`config.mk`:
```
export PLATFORM = sky130hd
export DESIGN_NAME = conv3x3_filter
export DESIGN_NICKNAME = d
export VERILOG_FILES = /design/src/rtl/conv3x3_filter.sv
export SDC_FILE = /design/constraint.sdc
export NUM_CORES = 1
export LEC_CHECK = 0
export ABC_AREA = 1
export CAP_MARGIN = 20
export CORE_MARGIN = 1
export CORE_UTILIZATION = 60
export CTS_BUF_LIST = sky130_fd_sc_hd__clkbuf_4 sky130_fd_sc_hd__clkbuf_8
export DETAILED_ROUTE_END_ITERATION = 16
export PLACE_DENSITY = 0.8
export SETUP_SLACK_MARGIN = 0.4
export SLEW_MARGIN = 30
export SYNTH_ARGS = -nofsm -noshare
export SYNTH_HDL_FRONTEND = slang
export SYNTH_SLANG_ARGS = --single-unit
```
`constraint.sdc`:
```
create_clock -name clk_in -period 5.8 [get_ports clk_in]
set_input_delay 1.16 -clock clk_in [delete_from_list [all_inputs] [get_ports clk_in]]
set_output_delay 1.16 -clock clk_in [all_outputs]
set_load 0.01 [all_outputs]
```
`src/rtl/conv3x3_filter.sv`:
```
// 3x3 convolution over a column stream from line_buffer: fixed 4-cycle latency,
// runtime kernel select latched at the start of each frame, hcount/vcount tags.
module conv3x3_filter #(
  parameter int HRES = 320,
  parameter int VRES = 160
) (
  input  logic        clk_in,
  input  logic        rst_in,
  input  logic [23:0] data_in,
  input  logic [10:0] hcount_in,
  input  logic [9:0]  vcount_in,
  input  logic        data_valid_in,
  input  logic [2:0]  kernel_sel_in,
  output logic [7:0]  line_out,
  output logic [10:0] hcount_out,
  output logic [9:0]  vcount_out,
  output logic        data_valid_out
);

  // Valid-only stream: a beat is consumed on every cycle data_valid_in=1.
  // There is no ready; the block never stalls and emits one beat per input beat.

  // data_in packing: [7:0]=row v-1, [15:8]=row v, [23:16]=row v+1.
  function automatic logic signed [12:0] row_w(input logic [7:0] a,
                                               input logic [7:0] b,
                                               input logic [7:0] c);
    return $signed(13'(a) + 13'({b, 1'b0}) + 13'(c));
  endfunction

  function automatic logic signed [12:0] col_w(input logic [23:0] c);
    return row_w(c[7:0], c[15:8], c[23:16]);
  endfunction

  function automatic logic signed [12:0] abs13(input logic signed [12:0] x);
    return (x < 0) ? -x : x;
  endfunction

  // S1: window and tags
  logic [23:0] c0, c1, c2;
  logic [10:0] h1, h_tag;
  logic [9:0]  v1, v_tag;
  logic [2:0]  k1, kernel_q, k_next;
  logic        val1;

  // S2: row/column partial sums
  logic signed [12:0] w0_2, w1_2, w2_2, top2, bot2, cen2, cross2;
  logic [10:0] h2;
  logic [9:0]  v2;
  logic [2:0]  k2;
  logic        val2;

  // S3: kernel result
  logic signed [12:0] res3, res_next, gx, gy;
  logic [10:0] h3;
  logic [9:0]  v3;
  logic        val3;

  // S4 combinational
  logic        border;
  logic [7:0]  clip_val;

  always_comb begin
    h_tag  = hcount_in - 11'd1;
    v_tag  = vcount_in;
    k_next = kernel_q;
    if (hcount_in == 11'd0) begin
      h_tag = 11'(HRES - 1);
      v_tag = (vcount_in == 10'd0) ? 10'(VRES - 1) : vcount_in - 10'd1;
      if (vcount_in == 10'd0) k_next = kernel_sel_in;
    end
  end

  always_ff @(posedge clk_in) begin
    if (rst_in) begin
      c0 <= '0; c1 <= '0; c2 <= '0;
      h1 <= '0; v1 <= '0; k1 <= '0;
      kernel_q <= '0;
      val1 <= 1'b0;
    end else begin
      val1 <= data_valid_in;
      if (data_valid_in) begin
        c2 <= c1;
        c1 <= c0;
        c0 <= data_in;
        h1 <= h_tag;
        v1 <= v_tag;
        k1 <= k_next;
        kernel_q <= k_next;
      end
    end
  end

  always_ff @(posedge clk_in) begin
    if (rst_in) begin
      w0_2 <= '0; w1_2 <= '0; w2_2 <= '0;
      top2 <= '0; bot2 <= '0; cen2 <= '0; cross2 <= '0;
      h2 <= '0; v2 <= '0; k2 <= '0;
      val2 <= 1'b0;
    end else begin
      val2 <= val1;
      if (val1) begin
        w0_2   <= col_w(c0);
        w1_2   <= col_w(c1);
        w2_2   <= col_w(c2);
        top2   <= row_w(c2[7:0], c1[7:0], c0[7:0]);
        bot2   <= row_w(c2[23:16], c1[23:16], c0[23:16]);
        cen2   <= $signed(13'(c1[15:8]));
        cross2 <= $signed(13'(c1[7:0]) + 13'(c1[23:16]) + 13'(c0[15:8]) + 13'(c2[15:8]));
        h2 <= h1;
        v2 <= v1;
        k2 <= k1;
      end
    end
  end

  // Sobel takes left minus right (c2 - c0) and top minus bottom before abs.
  always_comb begin
    gx = w2_2 - w0_2;
    gy = top2 - bot2;
    case (k2)
      3'd1:    res_next = (w2_2 + (w1_2 <<< 1) + w0_2) >>> 4;
      3'd2:    res_next = (cen2 <<< 2) + cen2 - cross2;
      3'd3:    res_next = abs13(gx);
      3'd4:    res_next = abs13(gy);
      3'd5:    res_next = abs13(gx) + abs13(gy);
      default: res_next = cen2;
    endcase
  end

  always_ff @(posedge clk_in) begin
    if (rst_in) begin
      res3 <= '0; h3 <= '0; v3 <= '0;
      val3 <= 1'b0;
    end else begin
      val3 <= val2;
      if (val2) begin
        res3 <= res_next;
        h3   <= h2;
        v3   <= v2;
      end
    end
  end

  always_comb begin
    border = (h3 == 11'd0) || (h3 == 11'(HRES - 1)) ||
             (v3 == 10'd0) || (v3 == 10'(VRES - 1));
    if (res3 < 0)              clip_val = 8'd0;
    else if (res3 > 13'sd255)  clip_val = 8'd255;
    else                       clip_val = res3[7:0];
  end

  always_ff @(posedge clk_in) begin
    if (rst_in) begin
      line_out       <= '0;
      hcount_out     <= '0;
      vcount_out     <= '0;
      data_valid_out <= 1'b0;
    end else begin
      data_valid_out <= val3;
      if (val3) begin
        line_out   <= border ? 8'd0 : clip_val;
        hcount_out <= h3;
        vcount_out <= v3;
      end
    end
  end

endmodule

```
==> impl_metrics.json <==
{
  "yosysWarnings": 0,
  "die_x_um": 165,
  "slowest_stage": "fa_1",
  "finalCritPeriodShare_pct": 67.9,
  "crit_type": "reg2reg",
  "ff2ff_path_depth": 25,
  "ant_nets": 0,
  "hp-start": "kernel_q[0]$_SDFFE_PP0P_",
  "power_w": 0.00566,
  "first_pass_iters": 7,
  "worstSetupStartpointType": "register",
  "top_layer_used": "met4",
  "synth.ff_latch_count": 255,
  "syn2layout_area_growth_pct": 12.0,
  "synth_top_family_by_area": "simple AND/OR/NAND/NOR gates",
  "timing.fmax_ghz": 0.254,
  "drv_cap": 0,
  "final_cells": 2570,
  "setup_viol": 0,
  "r2r-start": "top2[0]$_SDFFE_PP0P_",
  "peakVddDrop_uv": 263,
  "vias": 14300,
  "multi_input_area_sq_um": 9520,
  "crit_top_cell": "nand2_1",
  "grt_pass1_wl_um": 67000,
  "finalClockSkew_ps": 41.4,
  "cts_tree": "built",
  "hpwl_um": 31100,
  "maxSlewViolCount": 0,
  "p_leak_nw": 8.67,
  "critical-path-top-delay-family": "simple AND/OR/NAND/NOR gates",
  "dr_wl_met3_um": 2400,
  "die_area_sq_um": 27200,
  "viasPerCell": 5.56,
  "synth_edf_count": 0,
  "path_clk_slew_ps": 60,
  "crit_required_ps": 6200,
  "wl_met2_um": 18900,
  "cpPeakStageDelay_ps": 400,
  "clock_path_buffers": 3,
  "endpoint_kind": "register",
  "avgSynthCellArea_sq_um": 7.39,
  "core_sq_um": 26100,
  "drt-total-wl_um": 41300,
  "min_to": "k2[0]$_SDFFE_PP0P_",
  "drt-met1-wl_um": 19100,
  "critical_path_arrival_ps": 4340,
  "num-fill-cells": 2222,
  "die_h_um": 165,
  "async_flop_share_pct": 0,
  "path_max_fanout": 13,
  "register_area_sq_um": 5110,
  "tns_ps": 0,
  "synth_compound_area_share_pct": 16.3,
  "htree_num_levels": 2,
  "start_util_pct": 61.1,
  "slew_headroom_pct": 41.3,
  "cts_root_buffer": "clkbuf_8",
  "synth-adder-area-share_pct": 17.9,
  "r2r_slack_ps": 1860,
  "syn_inst": 2154,
  "globalplace.congestion": 0.980,
  "fin_ws_ps": 1860,
  "path_buf_inv": 4,
  "drive_gt1_share_pct": 7.02,
  "final.min_clock_period_ps": 3940,
  "grt_use_total_pct": 31.0,
  "seq_area_frac_synth_pct": 32.1,
  "synth_xor_area_share_pct": 3.84,
  "post_cts_resized": 0,
  "cts-buffers-inserted": 43,
  "avgRoutedWirePerCell_um": 16.1,
  "power_density_nw_per_um2": 318,
  "grt_pass1_vias": 13400,
  "status": "complete, no violations",
  "antenna_found_initial": 0,
  "hold-path-cell-count": 2,
  "grt_max_degree": 115,
  "drt_iter0_drc": 1178,
  "io_buffers": 80,
  "yosys-mux-area-fraction_pct": 0,
  "synthFlopType": "dfxtp_1",
  "nets": 2442,
  "netlist_area_sq_um": 15900,
  "dp_slack_ps": 1870,
  "synth_cell_type_count": 59,
  "placed_area_sq_um": 16900,
  "placed_cells": 2495,
  "cts_sinks": 255,
  "rr_endpoint": "res3[12]$_SDFFE_PP0P_",
  "stdcell_area_sq_um": 17800,
  "ioPinCount": 81,
  "worstHoldPathType": "reg2reg",
  "worstMarginPinSlew_ps": 881,
  "cts_setup_buffers": 0,
  "hold_viol": 0,
  "cts-hold-fix-buffers": 0,
  "drc": 0,
  "rows": 59,
  "synth-simple-area-share_pct": 21.8,
  "synth.net_count": 2391,
  "overflow": 0,
  "n_antenna_cell": 0,
  "insertion_delay_ps": 580,
  "rsz0062_at_grt": "false"
}
-- cell type report --
cell class | instances | area share [%]
inverter | 257 | 5.47
clock buffer | 67 | 4.61
sequential | 255 | 28.6
clock inverter | 8 | 0.667
multi-input combinational | 1559 | 53.4
tap | 335 | 2.35
timing repair buffer | 89 | 4.84
-- worst reg2reg max path, stage by stage, from the launching register on --
cell,delay (ps)
dfxtp_1,290
inv_1,70
ha_1,150
inv_1,70
fa_1,400
nand3_1,120
nand2_1,110
nand2_1,130
nand2_2,80
a21oi_4,320
inv_2,100
nor2_1,120
xor2_1,200
inv_1,60
ha_1,360
a21oi_1,220
nand2_1,120
nand3_1,80
nand2_1,80
a21oi_1,190
or2_2,150
nand2_1,50
a21oi_1,120
o21ai_0,90
nand2_1,70
a21oi_1,60
-- layer usage --
metal | vias to the layer above | track usage [%]
met1 | 6630 | 44.1
met4 | 0 | 8.34
li1 | 7090 | -
met5 | - | 0
met2 | 507 | 49.8
met3 | 62 | 3.34
-- through the flow --
stage | hold WS, ps | util (%)
2_1_floorplan | 430 | -
3_3_place_gp | 444 | 64.8
3_5_place_dp | 453 | 64.8
4_1_cts | 461 | 68.4
5_1_grt | 479 | 68.4
6_report | 460 | 68.4
-- sequential cells by signal, indices dropped and copies added (netlist names), 3 cells and up --
name and flops:
k2 3, v1 10, v2 10, w0_2 10
vcount_out 10, c2 24, bot2 10, h1 11
h2 11, kernel_q 3, c0 24, w2_2 10
c1 24, w1_2 10, line_out 8, cross2 10
cen2 8, v3 10, hcount_out 11, res3 13
top2 10, h3 11
-- power breakdown --
| group | leakage, nW | total [W] | internal [W] | switching [W] |
|---|---|---|---|---|
| clock | 0.492 | 0.00174 | 0.00100 | 0.000741 |
| combinational | 6.08 | 0.00195 | 0.000711 | 0.00124 |
| sequential | 2.10 | 0.00197 | 0.00186 | 0.000111 |
-- kinds of logic after synthesis --
| kind of cell | count (synthesis) |
|---|---|
| xor gates and xnor gates | 68 |
| DFF | 255 |
| adders and majority gates | 186 |
| AOI/OAI and AO/OA | 484 |
| buffers and inverters | 340 |
| and+or+nand+nor | 821 |
-- synthesized netlist by cell type, drive strengths merged, types with 5 or more instances --
cell / n / area share, %
dfxtp: 255 / 32
nand3: 63 / 2.2
o21ai: 277 / 8.8
ha: 116 / 9.1
nor2: 418 / 10
nand2: 283 / 7.0
xor2: 51 / 2.9
a21oi: 166 / 5.5
xnor2: 17 / 0.98
a221oi: 5 / 0.28
or2: 7 / 0.28
buf: 5 / 0.18
fa: 70 / 8.8
nor3: 8 / 0.31
inv: 256 / 6.1
nand3b: 7 / 0.41
nor4: 7 / 0.37
nand4: 24 / 0.94
clkbuf: 78 / 1.8
a21o: 8 / 0.38
-- worst max-delay path by stage --
stage | from | to | cells after the start | slack, ps
2_1_floorplan | top2[0]$_SDFFE_PP0P_ | res3[12]$_SDFFE_PP0P_ | 25 | 2490
3_3_place_gp | top2[0]$_SDFFE_PP0P_ | res3[12]$_SDFFE_PP0P_ | 25 | 1960
3_5_place_dp | top2[0]$_SDFFE_PP0P_ | res3[12]$_SDFFE_PP0P_ | 25 | 1870
4_1_cts | top2[0]$_SDFFE_PP0P_ | res3[12]$_SDFFE_PP0P_ | 25 | 1870
5_1_grt | top2[0]$_SDFFE_PP0P_ | res3[12]$_SDFFE_PP0P_ | 25 | 1530
6_report | top2[0]$_SDFFE_PP0P_ | res3[12]$_SDFFE_PP0P_ | 25 | 1860
-- cell usage in the layout (no fill, tap or decap), types with 5 or more instances in the layout --
cell type | synthesis | layout
nand3_2 | 8 | 8
xnor2_1 | 16 | 16
clkbuf_8 | 0 | 51
or2_2 | 5 | 5
nand3b_1 | 6 | 6
a21oi_1 | 158 | 158
nand2_1 | 266 | 266
clkbuf_4 | 0 | 16
nand2_2 | 14 | 14
o21ai_0 | 270 | 270
fa_1 | 70 | 70
inv_2 | 10 | 12
xor2_1 | 50 | 50
inv_1 | 245 | 242
buf_4 | 0 | 8
nand4_1 | 24 | 24
o21ai_1 | 5 | 5
nor2_2 | 6 | 7
a21o_1 | 8 | 8
a21oi_2 | 7 | 7
nor4_1 | 6 | 6
dfxtp_1 | 255 | 254
clkdlybuf4s50_1 | 0 | 78
a221oi_1 | 5 | 5
ha_1 | 116 | 116
nand3_1 | 55 | 55
nor2_1 | 410 | 409
nor3_1 | 6 | 6
No activity file was read; power rests on OpenSTA's default activity.
